$ cat src/rtl/branch_redirect_ctrl_pkg.sv
// rtl/branch_redirect_ctrl_pkg.sv - shared types and constants for the branch redirect controller
package branch_redirect_ctrl_pkg;

  // Redirect FSM: IDLE handles branches directly, PENDING holds a target while fetch is stalled
  typedef enum logic {
    IDLE    = 1'b0,
    PENDING = 1'b1
  } redir_state_e;

  localparam int XLEN_DEFAULT   = 32;
  // A taken branch resolved in EX squashes the IF/ID and ID/EX contents
  localparam int BRANCH_BUBBLES = 2;

endpackage

$ cat src/rtl/branch_redirect_ctrl_sat_counter.sv
// rtl/branch_redirect_ctrl_sat_counter.sv - saturating up-counter for performance events
module sat_counter #(
  parameter int W = 16
) (
  input  logic         clk_i,
  input  logic         rst_ni,
  input  logic         clr_i,
  input  logic         inc_i,
  output logic [W-1:0] count_o
);

  logic [W-1:0] count_q;
  logic [W-1:0] count_d;

  // Next count: clear wins, otherwise step by one and stick at all-ones
  always_comb begin
    count_d = count_q;
    if (clr_i) begin
      count_d = '0;
    end else if (inc_i && (count_q != {W{1'b1}})) begin
      count_d = count_q + W'(1);
    end
  end

  // Count register with asynchronous clear
  always_ff @(posedge clk_i or negedge rst_ni) begin
    if (!rst_ni) begin
      count_q <= '0;
    end else begin
      count_q <= count_d;
    end
  end

  assign count_o = count_q;

endmodule

$ cat src/rtl/branch_redirect_ctrl.sv
// rtl/branch_redirect_ctrl.sv - PC select, flush and stall control for EX-stage branch redirects
module branch_redirect_ctrl
  import branch_redirect_ctrl_pkg::*;
#(
  parameter int XLEN  = XLEN_DEFAULT,
  parameter int CNT_W = 16
) (
  input  logic             clk,
  input  logic             rst_n,
  input  logic             ex_valid,
  input  logic             ex_branch_taken,
  input  logic [XLEN-1:0]  ex_pc_branch,
  input  logic             if_stall,
  input  logic             load_use_hazard,
  output logic             pc_sel,
  output logic [XLEN-1:0]  pc_redirect,
  output logic             stall_pc,
  output logic             stall_ifid,
  output logic             flush_ifid,
  output logic             flush_idex,
  output logic             redirect_busy,
  output logic [CNT_W-1:0] taken_count
);

  redir_state_e    state_q;
  redir_state_e    state_d;
  logic [XLEN-1:0] pend_target_q;
  logic [XLEN-1:0] pend_target_d;
  logic            take;
  logic            count_inc;

  // A branch only counts when EX holds a real instruction
  assign take = ex_valid & ex_branch_taken;

  // Next state and control outputs; everything is forced low while reset is held
  always_comb begin
    state_d       = state_q;
    pend_target_d = pend_target_q;
    pc_sel        = 1'b0;
    pc_redirect   = '0;
    stall_pc      = 1'b0;
    stall_ifid    = 1'b0;
    flush_ifid    = 1'b0;
    flush_idex    = 1'b0;
    redirect_busy = 1'b0;
    count_inc     = 1'b0;
    if (rst_n) begin
      unique case (state_q)
        IDLE: begin
          if (take) begin
            // Redirect beats a load-use stall: the dependent instruction is squashed
            count_inc   = 1'b1;
            pc_redirect = ex_pc_branch;
            flush_ifid  = 1'b1;
            flush_idex  = 1'b1;
            if (if_stall) begin
              pend_target_d = ex_pc_branch;
              state_d       = PENDING;
            end else begin
              pc_sel = 1'b1;
            end
          end else if (load_use_hazard) begin
            stall_pc   = 1'b1;
            stall_ifid = 1'b1;
            flush_idex = 1'b1;
          end
        end
        PENDING: begin
          // EX and ID are squashed here, so only fetch readiness matters
          redirect_busy = 1'b1;
          pc_redirect   = pend_target_q;
          flush_ifid    = 1'b1;
          flush_idex    = 1'b1;
          if (if_stall) begin
            stall_pc = 1'b1;
          end else begin
            pc_sel  = 1'b1;
            state_d = IDLE;
          end
        end
        default: begin
          state_d = IDLE;
        end
      endcase
    end
  end

  // State and held target; reset aborts any pending redirect
  always_ff @(posedge clk or negedge rst_n) begin
    if (!rst_n) begin
      state_q       <= IDLE;
      pend_target_q <= '0;
    end else begin
      state_q       <= state_d;
      pend_target_q <= pend_target_d;
    end
  end

  sat_counter #(
    .W(CNT_W)
  ) u_taken_cnt (
    .clk_i  (clk),
    .rst_ni (rst_n),
    .clr_i  (1'b0),
    .inc_i  (count_inc),
    .count_o(taken_count)
  );

endmodule
$ cat config.mk
export PLATFORM = sky130hd
export DESIGN_NAME = branch_redirect_ctrl
export DESIGN_NICKNAME = d
export VERILOG_FILES = /design/src/rtl/branch_redirect_ctrl_pkg.sv /design/src/rtl/branch_redirect_ctrl_sat_counter.sv /design/src/rtl/branch_redirect_ctrl.sv
export SDC_FILE = /design/constraint.sdc
export NUM_CORES = 1
export LEC_CHECK = 0
export CAP_MARGIN = 10
export CORE_MARGIN = 2
export CORE_UTILIZATION = 33
export CTS_BUF_LIST = sky130_fd_sc_hd__clkbuf_4 sky130_fd_sc_hd__clkbuf_8
export DETAILED_ROUTE_END_ITERATION = 6
export PLACE_DENSITY = 0.67
export SETUP_SLACK_MARGIN = 0.02
export SYNTH_ARGS = -nofsm -noshare
export SYNTH_HDL_FRONTEND = slang
export SYNTH_HIERARCHICAL = 1
export SYNTH_SLANG_ARGS = --single-unit
$ cat constraint.sdc
create_clock -name clk -period 2.81 [get_ports clk]
set_input_delay 0.281 -clock clk [delete_from_list [all_inputs] [get_ports clk]]
set_output_delay 0.281 -clock clk [all_outputs]
set_load 0.1 [all_outputs]
Word-level counts from Yosys, hierarchy flattened:

Cells that the tools add are included.

* add/sub/neg operators: 1
* equal/unequal tests: 1
* mux-type cells: 26
* bitwise operators: 2
* reduce and logical (&&, ||, !) cells: 2

Operators with widths (count)
* two-way mux 32 bit: 2
* one-hot mux 32 bit (2 select lines): 1
* two-way mux 1 bit: 18
* adder 16 x 1 -> 16 bit (second input constant): 1
* inequality test 16 bit (second input constant): 1
* one-hot mux 1 bit (2 select lines): 5
* AND reduction 4 bit: 1
* AND 1 bit: 1
* logical AND 1 bit: 1
* NOT 1 bit: 1

* register bits after elaboration: 49
* bits of input ports: 38
* output and inout port bits: 54
* logic and storage cells: 35

Depth between registers and ports, before layout:

Gate-level depths: netlist (run 1).

* depth in word-level cells: 5
* depth in mapped cells: 8
* mapped depth without buffers: 5

Modules after synthesis:

Netlist (run 1), hierarchy kept.

Modules (own cells, without submodules)
* branch_redirect_ctrl: times used 1, cells an instance 121, area an instance 1742.9 µm², sequential area each 825.8 µm²
* sat_counter: times used 1, cells an instance 98, area an instance 942.2 µm², sequential area each 400.4 µm²

Worst setup path after synthesis (run 1):

Ideal clock, no wire load.

* path kind: input-to-output
* from: input ex_valid
* to: output stall_pc
* arrival: 4170 ps
* required time: 2529 ps
* path slack: -1641 ps
* stages: 3
* buffers on the path: 0
* cells stage by stage: and2_1 -> nor4bb_1 -> a21o_1

* longest elaborated chain between the ends: 4

RTL lines
* start, declared: RTL line branch_redirect_ctrl.sv:10 `input logic ex_valid,`
* AND 1 bit: RTL line branch_redirect_ctrl.sv:33 `assign take = ex_valid & ex_branch_taken;`
* two-way mux 1 bit: RTL line branch_redirect_ctrl.sv:50 `if (take) begin`
* one-hot mux 1 bit (2 select lines): RTL line branch_redirect_ctrl.sv:48 `unique case (state_q)`
* two-way mux 1 bit: RTL line branch_redirect_ctrl.sv:47 `if (rst_n) begin`
* end, declared: RTL line branch_redirect_ctrl.sv:17 `output logic stall_pc,`

Every way passes these cells.

Worst setup path in the final report (run 1):

* from: input rst_n
* to: output pc_redirect[1]

* longest elaborated chain between the ends: 1

RTL lines
* start, declared: RTL line branch_redirect_ctrl.sv:9 `input logic rst_n,`
* two-way mux 32 bit: RTL line branch_redirect_ctrl.sv:47
* end, declared: RTL line branch_redirect_ctrl.sv:16 `output logic [XLEN-1:0] pc_redirect,`

Every way passes these cells.

==> impl_metrics.ini, run 1 <==
[status]
status = finished, final reports clean

[drt]
wire_per_inst_um = 16.3
route.detailed.drc = 0
vias = 2174
drt_wl_total_mm = 6.72
postRouteAntennaNets = 0
drt_first_pass_iters = 4
vias_per_cell = 5.26
first_iter_violations = 121

[cells_and_area]
final_area_um2 = 4080
area_growth_pct = 52.0
final_cell_mix = dfrtp_1 (49), clkdlybuf4s50_1 (36), buf_12 (34), a22o_1 (32), mux2_4 (30)
final_common_cell = dfrtp_1
drive_above_1_share_pct = 36.3
finalNetCount = 349
antenna_cells = 0

[synthesis]
synth_compound_area_share_pct = 17.3
synthCells = 219
synth_top_family_by_area = multiplexers
ys_warn_count = 6
ys_ff_latch = 49
synth_adder_area_share_pct = 0.466
synthArstFlopShare_pct = 100
dominantRegCellSynth = dfrtp_1
synth-edff-count = 0
yosysSeqAreaShare_pct = 45.7
muxShareOfSynthArea_pct = 19.3
yosys.area_share.simple_pct = 12.8
avgSynthCellArea_um2 = 12.3
synthXorXnorAreaFrac_pct = 0
syn_area_um2 = 2690
synth_cell_type_count = 40

[job]
maxCapViolCount = 0

[grt]
grtUsageTotal_pct = 15.8
grt_max_degree = 41
overflow = 0
grt_pass1_wl_mm = 11.2
grt_pass1_vias = 2244
antenna_found_initial = 0

[floorplan]
die_w_um = 94.2
die_h_um = 94.2
rows = 32
start_util_pct = 34.4
ios = 92
core_region_area_um2 = 7810
die_area_um2 = 8870

[setup_path]
startpoint_type = primary input
cp-startpoint = rst_n
r2r_setup_slack_ps = 650
crit_type = primary input to output port
critPathMaxFanout = 25
arrival_ps = 2150
reg2reg_from = u_taken_cnt/count_o[1]
critPathCaptureType = output port
required_ps = 2530

[sta]
setup_ws_ps = 380
finClkSkew_ps = 7.57
post-route-min-period_ps = 2430
finalCritPeriodShare_pct = 86.5
max_freq_ghz = 0.412
max_slew_margin_pct = 55.3
grt_setup_unrepaired = no
tightest_slew_ps = 665
hold_slack_ps = 493
tns_ps = 0
drv_slew = 0
finalSetupViolCount = 0
finalHoldViolCount = 0

[power_and_ir_drop]
total_power_mw = 2.15
p_leak_nw = 1.86
peakVddDrop_v = 0.000273
power_density_nw_per_um2 = 527

[clock_network]
h-tree-depth = 2
cts_made_buffers = 5
clock_latency_ps = 290
cts_tree = built
cts.sinks = 49
root_buffer = clkbuf_8
clk_path_buf_depth = 2
path_clk_slew_ps = 90

[placed_design]
dp_hpwl_mm = 4.70
place_area_um2 = 3980
gp_congestion = 0.771
pre_cts_ws_ps = 543
portBuffers = 91

[hold_path]
hold_path.class = primary input to asynchronous set/reset pin
## critical path, stage by stage
cell and delay [ps]:
dlygate4sd3_1 530, buf_2 130, and4b_1 220, buf_4 310
buf_4 250, a22o_1 220, buf_12 190
## per-stage QoR
step / util (%) / instances
final: 52.3 / 413
after CTS: 52.3 / 413
after floorplan: - / 220
after detailed placement: 51.0 / 404
after global placement: 51.0 / 404
after global routing: 52.3 / 413
## final cells by class
cell class / count / area, µm²
Timing Repair Buffer: 99 / 1260
Fill cell: 693 / 3730
Multi-Input combinational cell: 151 / 1360
Inverter: 4 / 15.0
Clock buffer: 8 / 91.3
Tap cell: 102 / 128
Sequential cell: 49 / 1230
## report_power, final
group | internal [mW] | total, mW | switching, mW | leakage, nW
Combinational | 0.371 | 0.844 | 0.473 | 1.19
Clock | 0.207 | 0.431 | 0.225 | 0.0498
Sequential | 0.809 | 0.876 | 0.0668 | 0.620
Total | 1.39 | 2.15 | 0.764 | 1.86
## synth_stat cells (2+ instances only)
library cell | count | share of area [%]
a21o_1 | 2 | 0.56
a21oi_1 | 13 | 2.4
a22o_1 | 32 | 10
and2_1 | 3 | 0.70
and3_1 | 2 | 0.47
and4_2 | 2 | 0.75
buf_2 | 5 | 0.93
buf_6 | 4 | 1.7
clkbuf_1 | 6 | 0.84
dfrtp_1 | 49 | 46
inv_1 | 4 | 0.56
mux2_1 | 4 | 1.7
mux2_2 | 2 | 0.84
mux2_4 | 30 | 17
nand2_1 | 6 | 0.84
nand3_1 | 3 | 0.56
nand4_1 | 6 | 1.4
nor2_1 | 4 | 0.56
nor2b_1 | 4 | 0.93
nor4_1 | 4 | 0.93
o21ai_1 | 3 | 0.56
o31ai_1 | 7 | 2.0
or3_1 | 2 | 0.47
or4_1 | 5 | 1.4
or4_2 | 2 | 0.65
## path summary, 6_finish.rpt
check,endpoint,cells past startpoint
hold reg to reg,pend_target_q[13],1
min in group clk,pend_target_q[13],1
setup / recovery,pc_redirect[1],7
hold / removal,pend_target_q[26],3
max in group asynchronous,pend_target_q[16],4
setup reg to reg,u_taken_cnt/count_o[15],5
## state kept, by name, summed over array words and instances (netlist names)
signal / cells
pend_target_q: 32
u_taken_cnt/count_o: 16
state_q: 1
## layer usage
metal / part of all wire (%) / wire, µm / up-vias / GRT usage (%)
met4: 0.60 / 40 / 0 / 3.26
met1: 46 / 3120 / 1053 / 22.9
li1: - / - / 1025 / -
met5: 0 / 0 / - / 0
met3: 9.6 / 648 / 4 / 5.30
met2: 43 / 2910 / 92 / 22.9
## kinds of logic (layout without fill, tap and decap cells)
| group | count (synthesis) | count (layout) |
|---|---|---|
| AOI/OAI and AO/OA | 61 | 61 |
| adders and majority gates | 1 | 1 |
| buffers and inverters | 20 | 111 |
| DFF | 49 | 49 |
| muxes | 36 | 36 |
| other | 1 | 2 |
| and+or+nand+nor | 51 | 51 |
## repair_timing
item	in CTS	in global routing
resized for setup	0	0
hold endpoints to repair	9	0
hold buffers	1	0
setup buffers	0	0
Note: power is estimated with default switching activity, not from simulation.
==> run 2, diff against run 1 <==
ABC_AREA = 0   (was default)
GPL_ROUTABILITY_DRIVEN = 1   (was default)
==> results of run 2 <==
The final DEF is identical to that of run 1; final timing and power are the same.
==> run 3, diff against run 2 <==
--- a/constraint.sdc
+++ b/constraint.sdc
@@ -3,2 +3,2 @@
 set_output_delay 0.281 -clock clk [all_outputs]
-set_load 0.1 [all_outputs]
+set_load 0.02 [all_outputs]
==> impl_metrics.ini, run 3 (same netlist as run 1, synthesis figures left out) <==
[setup_path]
crit_type = primary input to output port
critPathMaxFanout = 26
critPathCaptureType = output port
startpoint_type = primary input
arrival_ps = 2350
required_ps = 2530

[grt]
antenna_found_initial = 0
grt_max_degree = 49
overflow = 0
grt_pass1_wl_mm = 10.6
grt_pass1_vias = 2223
grtUsageTotal_pct = 14.9

[drt]
postRouteAntennaNets = 0
wire_per_inst_um = 15.6
vias_per_cell = 5.22
vias = 2135
drt_wl_total_mm = 6.38
drt_first_pass_iters = 4
route.detailed.drc = 0
first_iter_violations = 86

[power_and_ir_drop]
total_power_mw = 1.83
pwr-share-clk_pct = 26.7
p_sw_uw = 469
seqPwrFrac_pct = 47.8
power_density_nw_per_um2 = 481
power.share.switching_pct = 25.7
power_frac_comb_pct = 25.5
peakVddDrop_v = 0.000215
p_leak_nw = 1.65
p_int_mw = 1.36

[sta]
finalSetupViolCount = 0
drv_slew = 0
finalHoldViolCount = 0
post-route-min-period_ps = 2630
max_slew_margin_pct = 59.3
hold_slack_ps = 400
tns_ps = 0
finClkSkew_ps = 6.58
tightest_slew_ps = 610
max_freq_ghz = 0.380
grt_setup_unrepaired = no
finalCritPeriodShare_pct = 93.7

[cells_and_area]
largest_register = pend_target_q
area_growth_pct = 41.2
final_area_um2 = 3790
final_common_cell = clkdlybuf4s50_1
largest_register_ffs = 32
drive_above_1_share_pct = 17.9
finalNetCount = 346
fillerInstances = 737
antenna_cells = 0
final_cell_mix = clkdlybuf4s50_1 (90), dfrtp_1 (49), a22o_1 (32), mux2_4 (30), a21oi_1 (13)
finalNonFillerCells = 409

[placed_design]
portBuffers = 91
dp_hpwl_mm = 4.20
dp.cells = 401
gp_congestion = 0.799
place_area_um2 = 3680

[clock_network]
clk_path_buf_depth = 2
clock_latency_ps = 300
cts_made_buffers = 5
root_buffer = clkbuf_8
cts_tree = built
path_clk_slew_ps = 80
cts.sinks = 49
postCtsSetupBuffers = 0
h-tree-depth = 2

[status]
status = finished, final reports clean

[floorplan]
ios = 92
die_area_um2 = 8870
die_w_um = 94.2
die_h_um = 94.2
start_util_pct = 34.4
rows = 32
core_region_area_um2 = 7810

[hold_path]
hold_path.class = primary input to asynchronous set/reset pin

[job]
maxCapViolCount = 0
-- run 3: cell count changes in the layout (fill, tap and decap cells not counted), sizes merged --
cell,change
clkdlybuf4s50,+54
clkbuf,-3
clkinv,+1
buf,-57
bufinv,+1
-- run 3: layout make-up --
class	count	area, µm²	share of cell area (%)
well taps	102	128	3.37
multi-input cells	151	1350	35.6
clock inverters	2	35.0	0.924
repair buffers	96	971	25.6
inverters	4	15.0	0.396
clock buffers	5	68.8	1.81
flip-flops and latches	49	1230	32.3
-- run 3: power by group through the flow --
stage	Combinational, mW	Clock (mW)	Sequential (mW)
2_1_floorplan	0.284	0	0.865
3_3_place_gp	0.460	0	0.880
3_5_place_dp	0.468	0	0.878
4_1_cts	0.469	0.511	0.872
5_1_grt	0.499	0.534	0.888
6_report	0.465	0.487	0.873
-- run 3: worst paths after layout --
| check | start | end | slack (ps) | cells past startpoint |
|---|---|---|---|---|
| min in group clk | pend_target_q[25] | pend_target_q[25] | 520 | 1 |
| worst min register to register | pend_target_q[25] | pend_target_q[25] | 520 | 1 |
| worst min-delay path | rst_n | state_q | 400 | 2 |
| worst max-delay path | rst_n | pc_redirect[7] | 180 | 6 |
| max in group asynchronous | rst_n | pend_target_q[5] | 1590 | 3 |
| worst max register to register | state_q | u_taken_cnt/count_o[3] | 620 | 5 |
-- run 3: metrics by stage --
step / worst slack (ps) / utilization, %
4_1_cts: 47.1 / 48.6
2_1_floorplan: 744 / -
3_3_place_gp: 384 / 47.1
6_report: 176 / 48.6
5_1_grt: 82.5 / 48.6
3_5_place_dp: 354 / 47.1
-- run 3: metal layers --
metal	global-route usage, %	part of all wire [%]	up-vias
li1	-	-	1012
met1	21.1	47	1025
met2	21.9	42	94
met3	5.70	10	4
met4	2.54	0.63	0
met5	0	0	-
-- run 3: timing repair --
| item | in CTS | in global routing |
|---|---|---|
| resized for setup | 0 | 1 |
| hold endpoints to repair | 1 | 0 |
| hold buffers | 1 | 0 |
| setup endpoints to repair | 0 | 26 |
-- run 3: critical path, stage by stage --
cell and delay (ps):
dlygate4sd3_1 560, buf_2 200, and2_2 310, buf_12 210, a22o_1 170, clkdlybuf4s50_1 610
